<file path="src/rtl/inta_sequencer.sv">
// 8259A interrupt-acknowledge initiator: synchronises INT, issues the two INTA
// pulses, captures the vector, hands it to the core and issues the OCW2 EOI.
module inta_sequencer #(
    parameter int PULSE_W  = 2,
    parameter int GAP_W    = 2,
    parameter bit EOI_SPEC = 1'b0
) (
    input  logic       clk,
    input  logic       reset,
    input  logic       int_i,
    input  logic       int_en,
    input  logic       aeoi,
    input  logic [7:0] data_in,
    output logic       inta_n,
    output logic       vec_valid,
    output logic [7:0] vec_out,
    input  logic       vec_ready,
    input  logic       svc_done,
    output logic       eoi_wr,
    output logic [7:0] eoi_data,
    output logic       busy
);

    localparam int MAX_W = (PULSE_W > GAP_W) ? PULSE_W : GAP_W;
    localparam int CW    = $clog2(MAX_W) + 1;
    localparam logic [CW-1:0] PULSE_LD = CW'(PULSE_W - 1);
    localparam logic [CW-1:0] GAP_LD   = CW'(GAP_W - 1);

    typedef enum logic [2:0] {
        IDLE    = 3'd0,
        ACK1    = 3'd1,
        GAP     = 3'd2,
        ACK2    = 3'd3,
        DELIVER = 3'd4,
        SERVICE = 3'd5,
        EOI     = 3'd6
    } state_t;

    state_t        state_reg, state_next;
    logic [CW-1:0] cnt_reg, cnt_next;
    logic          int_meta_reg, int_s_reg;

    logic       inta_n_reg, inta_n_next;
    logic       vec_valid_reg, vec_valid_next;
    logic [7:0] vec_out_reg, vec_out_next;
    logic       eoi_wr_reg, eoi_wr_next;
    logic [7:0] eoi_data_reg, eoi_data_next;
    logic       busy_reg, busy_next;
    logic [7:0] eoi_byte;

    // Two-flop synchroniser; only int_s_reg is visible to the FSM.
    always_ff @(posedge clk) begin
        if (reset) begin
            int_meta_reg <= 1'b0;
            int_s_reg    <= 1'b0;
        end else begin
            int_meta_reg <= int_i;
            int_s_reg    <= int_meta_reg;
        end
    end

    always_ff @(posedge clk) begin
        if (reset) begin
            state_reg <= IDLE;
            cnt_reg   <= '0;
        end else begin
            state_reg <= state_next;
            cnt_reg   <= cnt_next;
        end
    end

    // The counter is reloaded on every timed-state entry and counts down to zero.
    always_comb begin
        state_next = state_reg;
        cnt_next   = (cnt_reg != '0) ? cnt_reg - CW'(1) : cnt_reg;
        case (state_reg)
            IDLE: begin
                if (int_s_reg && int_en) begin
                    state_next = ACK1;
                    cnt_next   = PULSE_LD;
                end
            end
            ACK1: begin
                if (cnt_reg == '0) begin
                    state_next = GAP;
                    cnt_next   = GAP_LD;
                end
            end
            GAP: begin
                if (cnt_reg == '0) begin
                    state_next = ACK2;
                    cnt_next   = PULSE_LD;
                end
            end
            ACK2: begin
                if (cnt_reg == '0) state_next = DELIVER;
            end
            DELIVER: begin
                if (vec_ready) state_next = SERVICE;
            end
            SERVICE: begin
                if (svc_done) state_next = aeoi ? IDLE : EOI;
            end
            EOI:     state_next = IDLE;
            default: state_next = IDLE;
        endcase
    end

    assign eoi_byte = EOI_SPEC ? {3'b011, 2'b00, vec_out_reg[2:0]} : 8'h20;

    // Outputs are decoded from the next state so they are registered yet
    // change on the same edge as the state.
    always_comb begin
        inta_n_next    = !((state_next == ACK1) || (state_next == ACK2));
        vec_valid_next = (state_next == DELIVER);
        vec_out_next   = vec_out_reg;
        if ((state_reg == ACK2) && (cnt_reg == '0)) vec_out_next = data_in;
        eoi_wr_next    = (state_next == EOI);
        eoi_data_next  = (state_next == EOI) ? eoi_byte : 8'h00;
        busy_next      = (state_next != IDLE);
    end

    always_ff @(posedge clk) begin
        if (reset) begin
            inta_n_reg    <= 1'b1;
            vec_valid_reg <= 1'b0;
            vec_out_reg   <= 8'h00;
            eoi_wr_reg    <= 1'b0;
            eoi_data_reg  <= 8'h00;
            busy_reg      <= 1'b0;
        end else begin
            inta_n_reg    <= inta_n_next;
            vec_valid_reg <= vec_valid_next;
            vec_out_reg   <= vec_out_next;
            eoi_wr_reg    <= eoi_wr_next;
            eoi_data_reg  <= eoi_data_next;
            busy_reg      <= busy_next;
        end
    end

    assign inta_n    = inta_n_reg;
    assign vec_valid = vec_valid_reg;
    assign vec_out   = vec_out_reg;
    assign eoi_wr    = eoi_wr_reg;
    assign eoi_data  = eoi_data_reg;
    assign busy      = busy_reg;

endmodule

</file>
<file path="config.mk">
export PLATFORM = sky130hd
export DESIGN_NAME = inta_sequencer
export DESIGN_NICKNAME = d
export VERILOG_FILES = /design/src/rtl/inta_sequencer.sv
export SDC_FILE = /design/constraint.sdc
export NUM_CORES = 1
export LEC_CHECK = 0
export BUFFER_PORTS_ARGS = -buffer_cell sky130_fd_sc_hd__buf_2
export CAP_MARGIN = 10
export CORE_MARGIN = 2
export CORE_UTILIZATION = 42
export DETAILED_ROUTE_END_ITERATION = 16
export GPL_TIMING_DRIVEN = 0
export PLACE_DENSITY = 0.79
export SYNTH_ARGS = -nofsm -noshare
export SYNTH_HDL_FRONTEND = slang
export SYNTH_SLANG_ARGS = --single-unit
</file>
<file path="constraint.sdc">
create_clock -name clk -period 1.3 [get_ports clk]
set_clock_uncertainty 0.1 [all_clocks]
set_input_delay 0.13 -clock clk [delete_from_list [all_inputs] [get_ports clk]]
set_output_delay 0.13 -clock clk [all_outputs]
set_load 0.01 [all_outputs]
</file>
# Word level (Yosys, flattened, before mapping)
# Index checks and enable logic that the tools add are counted.
# word_totals
regBits,27
latch_bits,0
ram_bits,0
mem_bits_ro,0
in_bits,15
out_inout_bits,20
elab_cells,42
memories,0
# classes
add_sub_neg,1
mul,0
div,0
magnitude_cmp,0
n_eq_ne,9
shift,0
mux,13
bitwise,0
reduce_logical,9
# ops
operator,count
2-to-1 mux 3 bit,7
case mux 3 bit (6 select lines),1
== test 3 bit (second input constant),4
== test 3 x 2 -> 1 bit (second input constant),3
== test 3 x 1 -> 1 bit (second input constant),2
2-to-1 mux 2 bit,3
2-to-1 mux 6 bit,1
case mux 2 bit (2 select lines),1
zero test 3 bit,1
nonzero test 3 bit,1
logical AND 1 bit,2
zero test 2 bit,1
nonzero test 2 bit,1
OR reduction 2 bit,1
subtractor 2 x 1 -> 2 bit (second input constant),1
zero test 1 bit,1
logical OR 1 bit,1

# Longest topological paths before layout
# Gate-level depths: netlist of the first run.
# depth
ltp_word,6
depth_mapped,6
ltp_nobuf,4

# Worst setup path after synthesis of the first run
# No wires, ideal clock.
# synth_timing
path_kind,reg-to-reg
start,reg state_reg[0]
end,reg vec_out_reg[0] (netlist: vec_out[0])
setup_ps,128
arrival_time_ps,1204
t_required_ps,1072
path_slack_ps,-132
path_stages_with_launch,7
n_path_buf,2
synth_period_minus_slack_ps,1432
cell_sequence,dfxtp_1 > buf_6 > nor3b_4 > and3b_1 > buf_6 > mux2i_1 > nor2_1
# synth_via
elab_chain_len,2
# synth_rtl
element,line,rtl
start: declaration,39,"state_t state_reg, state_next;"
start signal: assignment,67,state_reg <= state_next;
== test 3 x 2 -> 1 bit,117,if ((state_reg == ACK2) && (cnt_reg == '0)) vec_out_next = data_in;
logical AND 1 bit,117,
end signal: assignment,134,vec_out_reg <= vec_out_next;
end: declaration,45,"logic [7:0] vec_out_reg, vec_out_next;"
# No other way between the ends.
# A chain may end at the register's enable or synchronous reset.

# Worst setup path after layout of the first run
# layout_timing
start,reg state_reg[0]
end,reg vec_out_reg[6] (netlist: vec_out[6])
# Same word-level chain as after synthesis.

==> results.toml, run 1 <==
[global_route]
grt_pass1_vias = 709
groute.usage.overall = 0.161
antenna_found_initial = 0
grt_busiest_layer = "met2"
gr-total-overflow = 0
met1_usage = 0.186
met2_usage = 0.262
grt_pass1_wl_mm = 2.97
grt_max_degree = 11
met3_usage = 0.0424

[setup_path]
endpoint_kind = "flip-flop"
cp.buffers_inverters = 1
crit_type = "reg2reg"
cp.arrival_ns = 1.52
crit_required_ns = 1.38
worstPathMaxFanout = 5
critPathMaxStageDelay_ns = 0.38
slowest_stage = "dfxtp_4"
cp_cell_sequence = "nor3b_4, and3b_1, buf_6, mux2i_2, nor2_1"
crit_family = "simple AND/OR/NAND/NOR gates"
start_kind = "flip-flop"

[synthesis]
synthFlopType = "dfxtp_1"
yosysMostFrequentCell = "dfxtp_1"
yosys.area.top_type_share = 0.431
synth_warnings = 0
syn_area_um2 = 882
synth_cell_types = 33
synth_edf_count = 0
syn_area_per_cell_um2 = 10.0
synthTopCellsByCount = "dfxtp_1 (19), nor2_1 (12), mux2i_1 (10)"
seq_area_frac_synth = 0.431
ys_seq_elements = 19
synthArstFlopShare = 0
yosys.area.top_type = "dfxtp_1"
synthTopCellsByArea = "dfxtp_1 (43%), mux2i_1 (11%), buf_4 (6.8%), nor2_1 (5.1%), a211oi_1 (2.6%)"
synthCells = 88

[place]
place.gp.congestion = 0.816
placed_area_um2 = 1070
io_buffers = 27
dp_hpwl_mm = 1.21
dpl.cell_count = 148

[route]
wl_mm = 1.91
wl_per_cell_um = 11.7
num_vias = 747
first_iter_violations = 17
drt-pass1-iter-count = 4
ant_nets = 0
drc = 0
viasPerCell = 4.58

[clocking]
clk_root_buffer_cell = "clkbuf_4"
htree_levels = 1
cts_tree = "done"
clockBufferDepth = 2
cts_buffers = 3
cts.clk_slew.worst_paths_ns = 0.10
clock_latency_ns = 0.29
cts.sinks = 19

[worst_hold_path]
hold_path_class = "in2reg"

[sta]
postLayoutSetupSlackWorst_ns = -0.139
final.min_clock_period_ns = 1.44
maxSlewViolCount = 0
period_share = 1.11
setup_viol = 14
max_freq_mhz = 695
rsz0062_at_grt = "yes"
hold_viol_final = 0

[die]
pin_count = 35
die_w_um = 49.8
dieArea_um2 = 2480
start_util = 0.450
row_count = 16
coreArea_um2 = 1960
die_h_um = 49.8

[layout]
fill_cells = 176
largest_register_ffs = 8
stdcell_area_um2 = 1280
synthToLayoutAreaGrowth_pct = 45.4
diodes = 0
nets = 152
final_cells = 163
drive_gt1_frac = 0.493

[power]
ir_worst_vdd_uv = 596
p_seq_frac = 0.557
power_switching_mw = 0.265
p_leak_nw = 0.575
p_int_mw = 0.824
power_density_nw_per_um2 = 849
p_comb_frac = 0.176
power_mw = 1.09
swShare = 0.243
clock_power_share = 0.267

[outcome]
violations = "setup timing"
status = "finished, violations left"

[job]
drv_cap = 0
## power groups by stage
stage	Sequential, mW	Combinational [mW]	Clock, mW
6_report	0.607	0.192	0.291
3_5_place_dp	0.619	0.142	0
2_1_floorplan	0.621	0.0966	0
4_1_cts	0.605	0.171	0.303
5_1_grt	0.609	0.207	0.335
3_3_place_gp	0.618	0.139	0
## logic make-up after synthesis
group                     synth area share
and+or+nand+nor                      0.206
DFF                                  0.431
buffers and inverters                0.122
AOI/OAI and AO/OA                    0.113
muxes                                0.113
xor gates and xnor gates           0.00993
other                              0.00425
## path summary, 6_finish.rpt
| path | start | slack (ns) | endpoint | cells past startpoint |
|---|---|---|---|---|
| worst max-delay path | state_reg[0] | -0.14 | vec_out[6] | 5 |
| worst min-delay path | data_in[7] | 0.02 | vec_out[7] | 3 |
| worst max register to register | state_reg[0] | -0.14 | vec_out[6] | 5 |
| worst min register to register | int_meta_reg | 0.35 | int_s_reg | 1 |
## stage by stage
stage / TNS (ns) / hold slack, ns / setup slack [ns] / util
after floorplan: -1.17 / 0.102 / -0.123 / -
after global placement: -2.63 / 0.238 / -0.226 / 0.548
after detailed placement: -3.02 / 0.244 / -0.293 / 0.548
after CTS: -2.29 / 0.00326 / -0.180 / 0.619
after global routing: -2.18 / 0.0488 / -0.191 / 0.654
final: -1.28 / 0.0249 / -0.139 / 0.654
## cell usage in the layout, fill, tap and decap left out, types with 2 or more instances in the layout
master	netlist	routed
mux2i_2	0	4
inv_1	3	3
buf_2	2	27
dfxtp_2	0	3
a211oi_2	0	3
nor2_1	12	12
a21oi_1	2	2
clkbuf_4	0	4
buf_4	8	13
nor2b_1	3	3
dfxtp_1	19	15
dlygate4sd3_1	0	8
and2_1	2	2
conb_1	1	7
mux2i_1	10	6
## cell type report
cell class	instances	area (µm²)	area share
flip-flops and latches	19	388	0.302
plain buffers	12	91.3	0.0712
inverters	3	11.3	0.00878
repair buffers	39	245	0.191
clock buffers	4	26.3	0.0205
multi-input cells	59	487	0.380
well taps	27	33.8	0.0263
## layer usage
metal	routed length, µm	share of wire	up-vias
li1	-	-	378
met1	799	0.42	335
met2	982	0.51	30
met3	100	0.052	4
met4	27	0.014	0
met5	0	0	-
## tightest hold or removal path, delay by kind of cell
kind	cells	cell delay, ns
mux	1	0.06
simple gates	1	0.10
buf+inv	1	0.09
## timing repair
action,4_1_cts,5_1_grt
setup endpoints to repair,16,17
setup buffers,2,1
endpoints found under the hold margin,8,0
hold buffers,8,0
cloned,1,0
resized for setup,2,21
pin swaps,0,5
(Power assumes the default switching activity.)
==> inputs of run 2 (changes only) <==
CORE_MARGIN = default   (was 2)
PLACE_DENSITY = 0.73   (was 0.79)
==> run 2 against run 1 <==
The run still ends with setup timing left. Clock power is 4% higher. Maximum frequency is 1.7% lower. Critical path depth is 1 higher. Wire length is 4.1% higher. Global-route usage is 3.3 points higher. Count of clock-buffer cells in the layout is 1 lower. Cell count is 3.1% higher. Die area is 7.9% lower. First-iteration DRC count is 71% lower. Sequential power hardly changed. Power is 2.6% higher. Combinational power is 7% higher.
==> results.toml, run 2 (synthesized netlist as in run 1, its figures left out) <==
[layout]
fill_cells = 178
nets = 157
final-seq-area_um2 = 388
final_cell_mix = "buf_2 (27), dfxtp_1 (15), buf_4 (14)"
stdcell_area_um2 = 1340
drive_gt1_frac = 0.489
synthToLayoutAreaGrowth_pct = 51.3
largest_register_ffs = 8
multiInputGateArea_um2 = 483
diodes = 0
final_common_cell = "buf_2"

[sta]
rsz0062_at_grt = "yes"
setup_tns_ns = -1.64
hold_viol_final = 0
period_share = 1.13
postLayoutSetupSlackWorst_ns = -0.164
final.min_clock_period_ns = 1.46
max_freq_mhz = 683
maxSlewViolCount = 0
setup_viol = 14

[power]
p_int_mw = 0.834
clock_power_share = 0.271
power_density_nw_per_um2 = 837
ir_worst_vdd_uv = 561
p_leak_nw = 0.596
p_seq_frac = 0.545
swShare = 0.253
power_switching_mw = 0.283
p_comb_frac = 0.185

[setup_path]
start_kind = "flip-flop"
crit_path_start = "state_reg[0]"
critPathMaxStageDelay_ns = 0.38
endpoint_kind = "flip-flop"
r2r_start = "state_reg[0]"
crit_required_ns = 1.39
slowest_stage = "dfxtp_4"
crit_family = "flip-flops"
crit_type = "reg2reg"
cp.arrival_ns = 1.55
worstPathMaxFanout = 7
cp.buffers_inverters = 2
cp_cell_sequence = "nor3b_4, buf_4, buf_6, xnor2_2, o32a_4, nor3b_2"

[job]
drv_cap = 0

[place]
io_buffers = 27
place.gp.congestion = 0.813
dp_hpwl_mm = 1.24
pre_cts_ws_ns = -0.278
placed_area_um2 = 1070

[route]
wl_met2_mm = 1.14
viasPerCell = 4.62
top_layer_used = "met4"
num_vias = 776
ant_nets = 0
wl_mm = 1.99
drt-pass1-iter-count = 4
first_iter_violations = 5
drc = 0
wl_met3_um = 66
wl_met1_um = 772
wl_per_cell_um = 11.8

[outcome]
status = "finished, violations left"
violations = "setup timing"

[global_route]
gr-total-overflow = 0
grt_pass1_wl_mm = 3.03
groute.usage.overall = 0.194
grt_max_degree = 13
grt_pass1_vias = 751
antenna_found_initial = 0

[die]
coreArea_um2 = 1960
die_h_um = 47.8
dieArea_um2 = 2290
pin_count = 35
die_w_um = 47.8
row_count = 16
start_util = 0.450

[worst_hold_path]
hold_path_class = "in2reg"
worstHoldStart = "aeoi"

[clocking]
clockBufferDepth = 2
clock_latency_ns = 0.29
cts_buffers = 3
clk_root_buffer_cell = "clkbuf_4"
cts.clk_slew.worst_paths_ns = 0.11
htree_levels = 1
cts_tree = "done"
cts.sinks = 19
run 2: cell types whose count changed in the layout (fill, tap and decap cells not counted), moves of 2 or more:
cell           previous run  this run
mux2i_1                   6         8
buf_6                     1         4
dlygate4sd3_1             8        10
mux2i_2                   4         2
run 2: timing repair:
action                                  4_1_cts  5_1_grt
hold buffers                                 10        0
hold endpoints to repair                     10        0
endpoints found under the setup margin       16       17
gates cloned                                  1        0
gates resized for setup                       8       13
pin swaps                                     4        3
buffers inserted                              4        2
run 2: cell type report:
| type | instances | area share |
|---|---|---|
| timing repair buffer | 44 | 0.221 |
| clock buffer | 3 | 0.0169 |
| buffer | 12 | 0.0703 |
| clock inverter | 1 | 0.00562 |
| multi-input combinational | 59 | 0.362 |
| tap | 27 | 0.0253 |
| sequential | 19 | 0.291 |
| inverter | 3 | 0.00843 |
run 2: worst reg2reg max path, cell delays in order (launching register included):
cell,delay (ns)
dfxtp_4,0.38
nor3b_4,0.15
buf_4,0.13
buf_6,0.11
xnor2_2,0.12
o32a_4,0.21
nor3b_2,0.16
run 2: per-layer routing:
| layer | track usage | vias to the layer above |
|---|---|---|
| met5 | 0 | - |
| met4 | 0.0667 | 0 |
| met1 | 0.186 | 364 |
| met3 | 0.0453 | 2 |
| li1 | - | 388 |
| met2 | 0.395 | 22 |
run 2: final timing paths:
| path | slack [ns] | cells after the start | end |
|---|---|---|---|
| worst max-delay path | -0.16 | 6 | vec_valid |
| worst min-delay path | 0.12 | 3 | state_reg[1] |
| worst max register to register | -0.16 | 6 | vec_valid |
| worst min register to register | 0.35 | 1 | int_s_reg |
run 2: power groups by stage:
stage	logic (mW)	clock network (mW)	registers [mW]
final	0.206	0.302	0.608
after global routing	0.226	0.336	0.611
after CTS	0.188	0.309	0.606
after detailed placement	0.143	0	0.619
after global placement	0.139	0	0.619
after floorplan	0.0966	0	0.621
run 2: through the flow:
stage | utilization | cells | total power, mW | hold slack [ns]
after floorplan | - | 94 | 0.718 | 0.102
after global placement | 0.548 | 148 | 0.758 | 0.245
after detailed placement | 0.548 | 148 | 0.762 | 0.250
after CTS | 0.652 | 167 | 1.10 | 0.0889
after global routing | 0.680 | 168 | 1.17 | 0.109
final | 0.680 | 168 | 1.12 | 0.121
